File: config.mk
export PLATFORM = sky130hd
export DESIGN_NAME = alu_seq
export DESIGN_NICKNAME = d
export VERILOG_FILES = /design/src/rtl/alu_seq_pkg.sv /design/src/rtl/alu_seq_iter.sv /design/src/rtl/alu_seq.sv
export SDC_FILE = /design/constraint.sdc
export NUM_CORES = 1
export LEC_CHECK = 0
export ABC_AREA = 1
export CAP_MARGIN = 25
export CORE_UTILIZATION = 35
export CTS_BUF_LIST = sky130_fd_sc_hd__clkbuf_16
export DETAILED_ROUTE_END_ITERATION = 7
export PLACE_DENSITY = 0.63
export SYNTH_ARGS = -nofsm -noshare
export SYNTH_HDL_FRONTEND = slang
export SYNTH_SLANG_ARGS = --single-unit
File: constraint.sdc
create_clock -name clk -period 4.2 [get_ports clk]
set_clock_uncertainty 0.2 [all_clocks]
set_input_delay 1.05 -clock clk [delete_from_list [all_inputs] [get_ports clk]]
set_output_delay 1.05 -clock clk [all_outputs]
set_load 0.02 [all_outputs]
File: src/rtl/alu_seq_pkg.sv
// alu_seq_pkg: opcodes, FSM state encoding and helpers shared by the alu_seq block.
// Optional feature macro: ALU_SEQ_DIV_EN (makes DIVU a legal, iterative opcode).
package alu_seq_pkg;

    localparam logic [3:0] OP_AND  = 4'b0000;
    localparam logic [3:0] OP_OR   = 4'b0001;
    localparam logic [3:0] OP_NOR  = 4'b0010;
    localparam logic [3:0] OP_ADD  = 4'b0011;
    localparam logic [3:0] OP_SUB  = 4'b0100;
    localparam logic [3:0] OP_SLT  = 4'b0101;
    localparam logic [3:0] OP_SLTU = 4'b0110;
    localparam logic [3:0] OP_MUL  = 4'b0111;
    localparam logic [3:0] OP_DIVU = 4'b1000;

    localparam logic [1:0] ST_IDLE = 2'b00;
    localparam logic [1:0] ST_MULT = 2'b01;
    localparam logic [1:0] ST_DIV  = 2'b10;
    localparam logic [1:0] ST_DONE = 2'b11;

    function automatic logic is_iter(input logic [3:0] op);
`ifdef ALU_SEQ_DIV_EN
        return (op == OP_MUL) || (op == OP_DIVU);
`else
        return op == OP_MUL;
`endif
    endfunction

endpackage

File: src/rtl/alu_seq_iter.sv
// alu_seq_iter: WIDTH-step shift-add signed multiplier and (with ALU_SEQ_DIV_EN) restoring
// unsigned divider. res_lo/res_hi show the result as it will stand after the current step.
module alu_seq_iter
    import alu_seq_pkg::*;
#(
    parameter int WIDTH = 16
) (
    input  logic             clk,
    input  logic             load,
    input  logic             step,
    input  logic             last,
`ifdef ALU_SEQ_DIV_EN
    input  logic             is_div,
`endif
    input  logic [WIDTH-1:0] a,
    input  logic [WIDTH-1:0] b,
    output logic [WIDTH-1:0] res_lo,
    output logic [WIDTH-1:0] res_hi
);

    logic [2*WIDTH-1:0] acc;
    logic [2*WIDTH-1:0] mcand;
    logic [2*WIDTH-1:0] addend;
    logic [2*WIDTH-1:0] acc_nxt;
    logic [WIDTH-1:0]   mplier;

    // NOTE: every variable assigned in always_comb gets a value on every path, so no latch is inferred.
    always_comb begin
        addend  = mplier[0] ? mcand : '0;
        // b's top bit weighs -2^(WIDTH-1), so its partial product is subtracted instead of added.
        acc_nxt = last ? (acc - addend) : (acc + addend);
    end

    // NOTE: datapath registers are fully reloaded at every launch, so they carry no reset.
    always_ff @(posedge clk) begin
        if (load) begin
            acc    <= '0;
            mcand  <= {{WIDTH{a[WIDTH-1]}}, a};
            mplier <= b;
        end else if (step) begin
            acc    <= acc_nxt;
            mcand  <= mcand << 1;
            mplier <= mplier >> 1;
        end
    end

`ifdef ALU_SEQ_DIV_EN
    logic [WIDTH-1:0] rem;
    logic [WIDTH-1:0] quo;
    logic [WIDTH-1:0] dvsr;
    logic             div_mode;
    logic [WIDTH:0]   trial;
    logic [WIDTH:0]   diff;
    logic             fits;
    logic [WIDTH-1:0] rem_nxt;
    logic [WIDTH-1:0] quo_nxt;

    // With dvsr == 0 every trial fits, giving an all-ones quotient and remainder == a.
    always_comb begin
        trial   = {rem, quo[WIDTH-1]};
        diff    = trial - {1'b0, dvsr};
        fits    = trial >= {1'b0, dvsr};
        rem_nxt = fits ? diff[WIDTH-1:0] : trial[WIDTH-1:0];
        quo_nxt = {quo[WIDTH-2:0], fits};
    end

    always_ff @(posedge clk) begin
        if (load) begin
            rem      <= '0;
            quo      <= a;
            dvsr     <= b;
            div_mode <= is_div;
        end else if (step) begin
            rem <= rem_nxt;
            quo <= quo_nxt;
        end
    end

    assign res_lo = div_mode ? quo_nxt : acc_nxt[WIDTH-1:0];
    assign res_hi = div_mode ? rem_nxt : acc_nxt[2*WIDTH-1:WIDTH];
`else
    assign res_lo = acc_nxt[WIDTH-1:0];
    assign res_hi = acc_nxt[2*WIDTH-1:WIDTH];
`endif

endmodule

File: src/rtl/alu_seq.sv
// alu_seq: multi-cycle EX-stage ALU with start/done handshake and registered results.
// Optional feature macro: ALU_SEQ_DIV_EN (iterative unsigned divide; otherwise DIVU is illegal).
module alu_seq
    import alu_seq_pkg::*;
#(
    parameter int WIDTH = 16
) (
    input  logic             clk,
    input  logic             rst,
    input  logic             start,
    input  logic [3:0]       op,
    input  logic [WIDTH-1:0] a,
    input  logic [WIDTH-1:0] b,
    output logic [WIDTH-1:0] r,
    output logic [WIDTH-1:0] r_hi,
    output logic             zero,
    output logic             ovfl,
    output logic             illegal,
    output logic             busy,
    output logic             done
);

    localparam int             CW       = $clog2(WIDTH);
    localparam logic [CW-1:0]  CNT_LAST = CW'(WIDTH - 1);

    logic [1:0]       state;
    logic [CW-1:0]    cnt;
    logic             launch;
    logic             load;
    logic             last;
    logic [WIDTH-1:0] iter_lo;
    logic [WIDTH-1:0] iter_hi;
    logic             iter_ovfl;
    logic [WIDTH-1:0] sum;
    logic [WIDTH-1:0] dif;
    logic [WIDTH-1:0] sc_r;
    logic             sc_ovfl;
    logic             sc_illegal;

    assign busy   = (state == ST_MULT) || (state == ST_DIV);
    assign done   = (state == ST_DONE);
    assign launch = start && ((state == ST_IDLE) || (state == ST_DONE));
    assign load   = launch && is_iter(op);
    assign last   = (cnt == CNT_LAST);

    always_comb begin
        sum        = a + b;
        dif        = a - b;
        sc_r       = '0;
        sc_ovfl    = 1'b0;
        sc_illegal = 1'b0;
        case (op)
            OP_AND:  sc_r = a & b;
            OP_OR:   sc_r = a | b;
            OP_NOR:  sc_r = ~(a | b);
            OP_ADD: begin
                sc_r    = sum;
                sc_ovfl = (a[WIDTH-1] == b[WIDTH-1]) && (sum[WIDTH-1] != a[WIDTH-1]);
            end
            OP_SUB: begin
                // Adding -b: overflow when a and -b agree in sign and the result does not.
                sc_r    = dif;
                sc_ovfl = (a[WIDTH-1] != b[WIDTH-1]) && (dif[WIDTH-1] != a[WIDTH-1]);
            end
            OP_SLT:  sc_r = {{(WIDTH-1){1'b0}}, $signed(a) < $signed(b)};
            OP_SLTU: sc_r = {{(WIDTH-1){1'b0}}, a < b};
            default: sc_illegal = 1'b1;
        endcase
    end

    alu_seq_iter #(
        .WIDTH (WIDTH)
    ) u_iter (
        .clk    (clk),
        .load   (load),
        .step   (busy),
        .last   (last),
`ifdef ALU_SEQ_DIV_EN
        .is_div (op == OP_DIVU),
`endif
        .a      (a),
        .b      (b),
        .res_lo (iter_lo),
        .res_hi (iter_hi)
    );

`ifdef ALU_SEQ_DIV_EN
    logic div0;
    assign iter_ovfl = (state == ST_DIV) ? div0 : (iter_hi != {WIDTH{iter_lo[WIDTH-1]}});
`else
    assign iter_ovfl = (iter_hi != {WIDTH{iter_lo[WIDTH-1]}});
`endif

    // NOTE: sequential state uses non-blocking assignments so every register samples pre-edge values.
    always_ff @(posedge clk) begin
        if (rst) begin
            state   <= ST_IDLE;
            cnt     <= '0;
            r       <= '0;
            r_hi    <= '0;
            zero    <= 1'b0;
            ovfl    <= 1'b0;
            illegal <= 1'b0;
`ifdef ALU_SEQ_DIV_EN
            div0    <= 1'b0;
`endif
        end else begin
            case (state)
                ST_IDLE, ST_DONE: begin
                    if (!launch) begin
                        state <= ST_IDLE;
                    end else if (is_iter(op)) begin
                        cnt <= '0;
`ifdef ALU_SEQ_DIV_EN
                        state <= (op == OP_MUL) ? ST_MULT : ST_DIV;
                        div0  <= (b == '0);
`else
                        state <= ST_MULT;
`endif
                    end else begin
                        state   <= ST_DONE;
                        r       <= sc_r;
                        r_hi    <= '0;
                        zero    <= (sc_r == '0);
                        ovfl    <= sc_ovfl;
                        illegal <= sc_illegal;
                    end
                end
`ifdef ALU_SEQ_DIV_EN
                ST_MULT, ST_DIV: begin
`else
                ST_MULT: begin
`endif
                    if (last) begin
                        state   <= ST_DONE;
                        cnt     <= '0;
                        r       <= iter_lo;
                        r_hi    <= iter_hi;
                        zero    <= (iter_lo == '0);
                        ovfl    <= iter_ovfl;
                        illegal <= 1'b0;
                    end else begin
                        cnt <= cnt + 1'b1;
                    end
                end
                default: state <= ST_IDLE;
            endcase
        end
    end

endmodule
==> impl_metrics.json <==
{
  "min_period_over_period_pct": 101,
  "htree_num_levels": 4,
  "slowest_delay_ps": 410,
  "antenna_found_initial": 0,
  "grt-ovfl-total": 0,
  "clk_latency_ps": 450,
  "numCtsBuffers": 17,
  "start_util_pct": 35.7,
  "slew_violations": 0,
  "required_ps": 4320,
  "r2r_cells": 26,
  "drtIter0Drc": 932,
  "layout_setup_ws_ps": -35.5,
  "status": "finished with violations",
  "critical_path_peak_fanout": 15,
  "worstPathArrival_ps": 4350,
  "final_util_pct": 43.2,
  "worstSetupEndpointType": "flip-flop",
  "drive_gt1_share_pct": 10.3,
  "wire_per_inst_um": 16.1,
  "num_rows": 64,
  "hpwl_um": 28500,
  "synthFlopType": "dfxtp_1",
  "final_cell_mix": "533 x nand2_1, 272 x inv_1, 130 x nor2_1",
  "synth_cell_type_count": 53,
  "synth_edf_count": 48,
  "synthXorXnorAreaFrac_pct": 3.59,
  "cts.sinks": 121,
  "dr.pass1.iters": 8,
  "layout_commonest_cell": "nand2_1",
  "hold_class": "flip-flop to flip-flop",
  "hold_ws_ps": 262,
  "relSlewSlack_pct": 43.3,
  "violations": "design-rule violations, negative setup slack",
  "clk_pin_slew_worst_paths_ps": 60,
  "grt_pass1_vias": 10417,
  "core_area_mm2": 0.0307,
  "drc": 4,
  "synth_area_leader_cell": "nand2_1",
  "ys_seq_area_share_pct": 26.4,
  "setup_tns_ps": -35.5,
  "port_buffers": 75,
  "path_common_cell": "nand2_1",
  "muxShareOfSynthArea_pct": 0,
  "hold_viol_final": 0,
  "clock.fmax_mhz": 236,
  "cts-root-buf": "clkbuf_16",
  "cts_tree": "yes",
  "crit_type": "flip-flop to flip-flop",
  "grt_max_degree": 59,
  "slowest_stage": "edfxtp_1",
  "synthTopCellsByArea": "nand2_1 19%, dfxtp_1 13%, edfxtp_1 13%",
  "synthArstFlopShare_pct": 0,
  "die_h_um": 179,
  "areaGrowthSynthToFinish_pct": 21.1,
  "finalWirelength_um": 36200,
  "synth_area_per_cell_um2": 6.34,
  "rsz0062_at_grt": "true",
  "syn_nets": 1858,
  "min_path_cells": 2,
  "ys_ff_latch": 121,
  "die_w_um": 179,
  "diodes": 0,
  "nets": 1969,
  "postRouteAntennaNets": 0,
  "startpoint_type": "flip-flop",
  "cts.path.max_buffers": 2,
  "synth_cells": 1732,
  "setup_violations": 1,
  "via_per_inst": 5.00,
  "layout_min_cycle_time_ps": 4240,
  "synth_top_family_by_area": "simple AND/OR/NAND/NOR gates",
  "place_congestion": 0.960,
  "vias": 11271,
  "grt_usage_pct": 22.9,
  "ys_warn_count": 0,
  "worstMarginPinSlew_ps": 848,
  "pin_count": 76,
  "synth_compound_area_share_pct": 15.0,
  "synth-adder-area-share_pct": 10.1,
  "yosys.area_share.simple_pct": 32.9,
  "grt_pass1_wl_um": 56100,
  "die_area_mm2": 0.0321,
  "synth_area_mm2": 0.0110,
  "fill_cells": 3279,
  "synth_top_cell_area_share_pct": 18.7,
  "cap_violations": 0
}
==> worst paths after layout <==
| kind | end | start | slack, ps |
|---|---|---|---|
| min reg2reg | r_hi[8] | r_hi[8] | 260 |
| max | ovfl | u_iter.mplier[0] | -40 |
| max reg2reg | ovfl | u_iter.mplier[0] | -40 |
| min | r_hi[8] | r_hi[8] | 260 |
==> state kept, by name, indices dropped and copies added, names as in the netlist <==
name and flops:
u_iter.acc 32, u_iter.mcand 32, r 16, r_hi 16, u_iter.mplier 16, cnt 4, state 2, illegal 1
ovfl 1, zero 1
==> cell usage after synthesis (all sizes together) (2+ instances only) <==
cell type / count
a21oi: 106
o21a: 3
nand2: 563
o31ai: 2
nand3b: 4
a221oi: 8
or2: 2
a211oi: 3
nor2: 142
ha: 84
nor4: 4
edfxtp: 48
o21bai: 16
o211ai: 24
fa: 3
clkbuf: 25
a22oi: 5
nand3: 95
nor3: 34
inv: 286
buf: 23
o22ai: 8
a31oi: 4
nand4: 16
a21o: 2
xor2: 34
o21ai: 100
xnor2: 11
dfxtp: 73
==> per-stage QoR <==
stage               setup slack [ps]  instance area (um2)  cells
detailed placement             -59.9                12500   2212
CTS                             24.1                13100   2244
floorplan                        473                11000   1732
global route                    -355                13300   2252
global placement               -81.6                12500   2212
finish                         -35.5                13300   2252
==> what timing repair did <==
action                     CTS  global route
hold buffers                 0             0
buffers inserted             0             8
setup endpoints to repair    1            15
pin swaps                    0            15
resized for setup            2            47
hold endpoints to repair     0             0
==> worst max-delay path, delay by kind of cell (launching register included) <==
kind | cells | cell delay (ps)
adders and majority gates | 1 | 390
and+or+nand+nor | 17 | 2090
AOI/OAI and AO/OA | 3 | 440
DFF | 1 | 410
xor gates and xnor gates | 1 | 180
buffers and inverters | 4 | 390
==> cell families after synthesis <==
group | Yosys count
flops | 121
compound gates | 283
fa+ha+maj | 87
xor+xnor | 45
buf+inv | 335
simple gates | 861
==> layout make-up <==
cell class	count	area, um2	share of cell area (%)
well taps	396	495	3.73
clock inverters	14	136	1.03
multi-input cells	1276	6950	52.3
inverters	287	1080	8.11
repair buffers	140	1280	9.63
flip-flops and latches	121	2900	21.8
clock buffers	18	450	3.39
==> metal layers <==
metal | routed length, um | GRT usage (%)
met3 | 2450 | 4.79
met4 | 728 | 5.46
met5 | 0 | 0
met1 | 17200 | 31.3
met2 | 15800 | 36.7
Power is not shown: default switching activity piles up to over one toggle a cycle in this logic, so the estimate is an artifact.
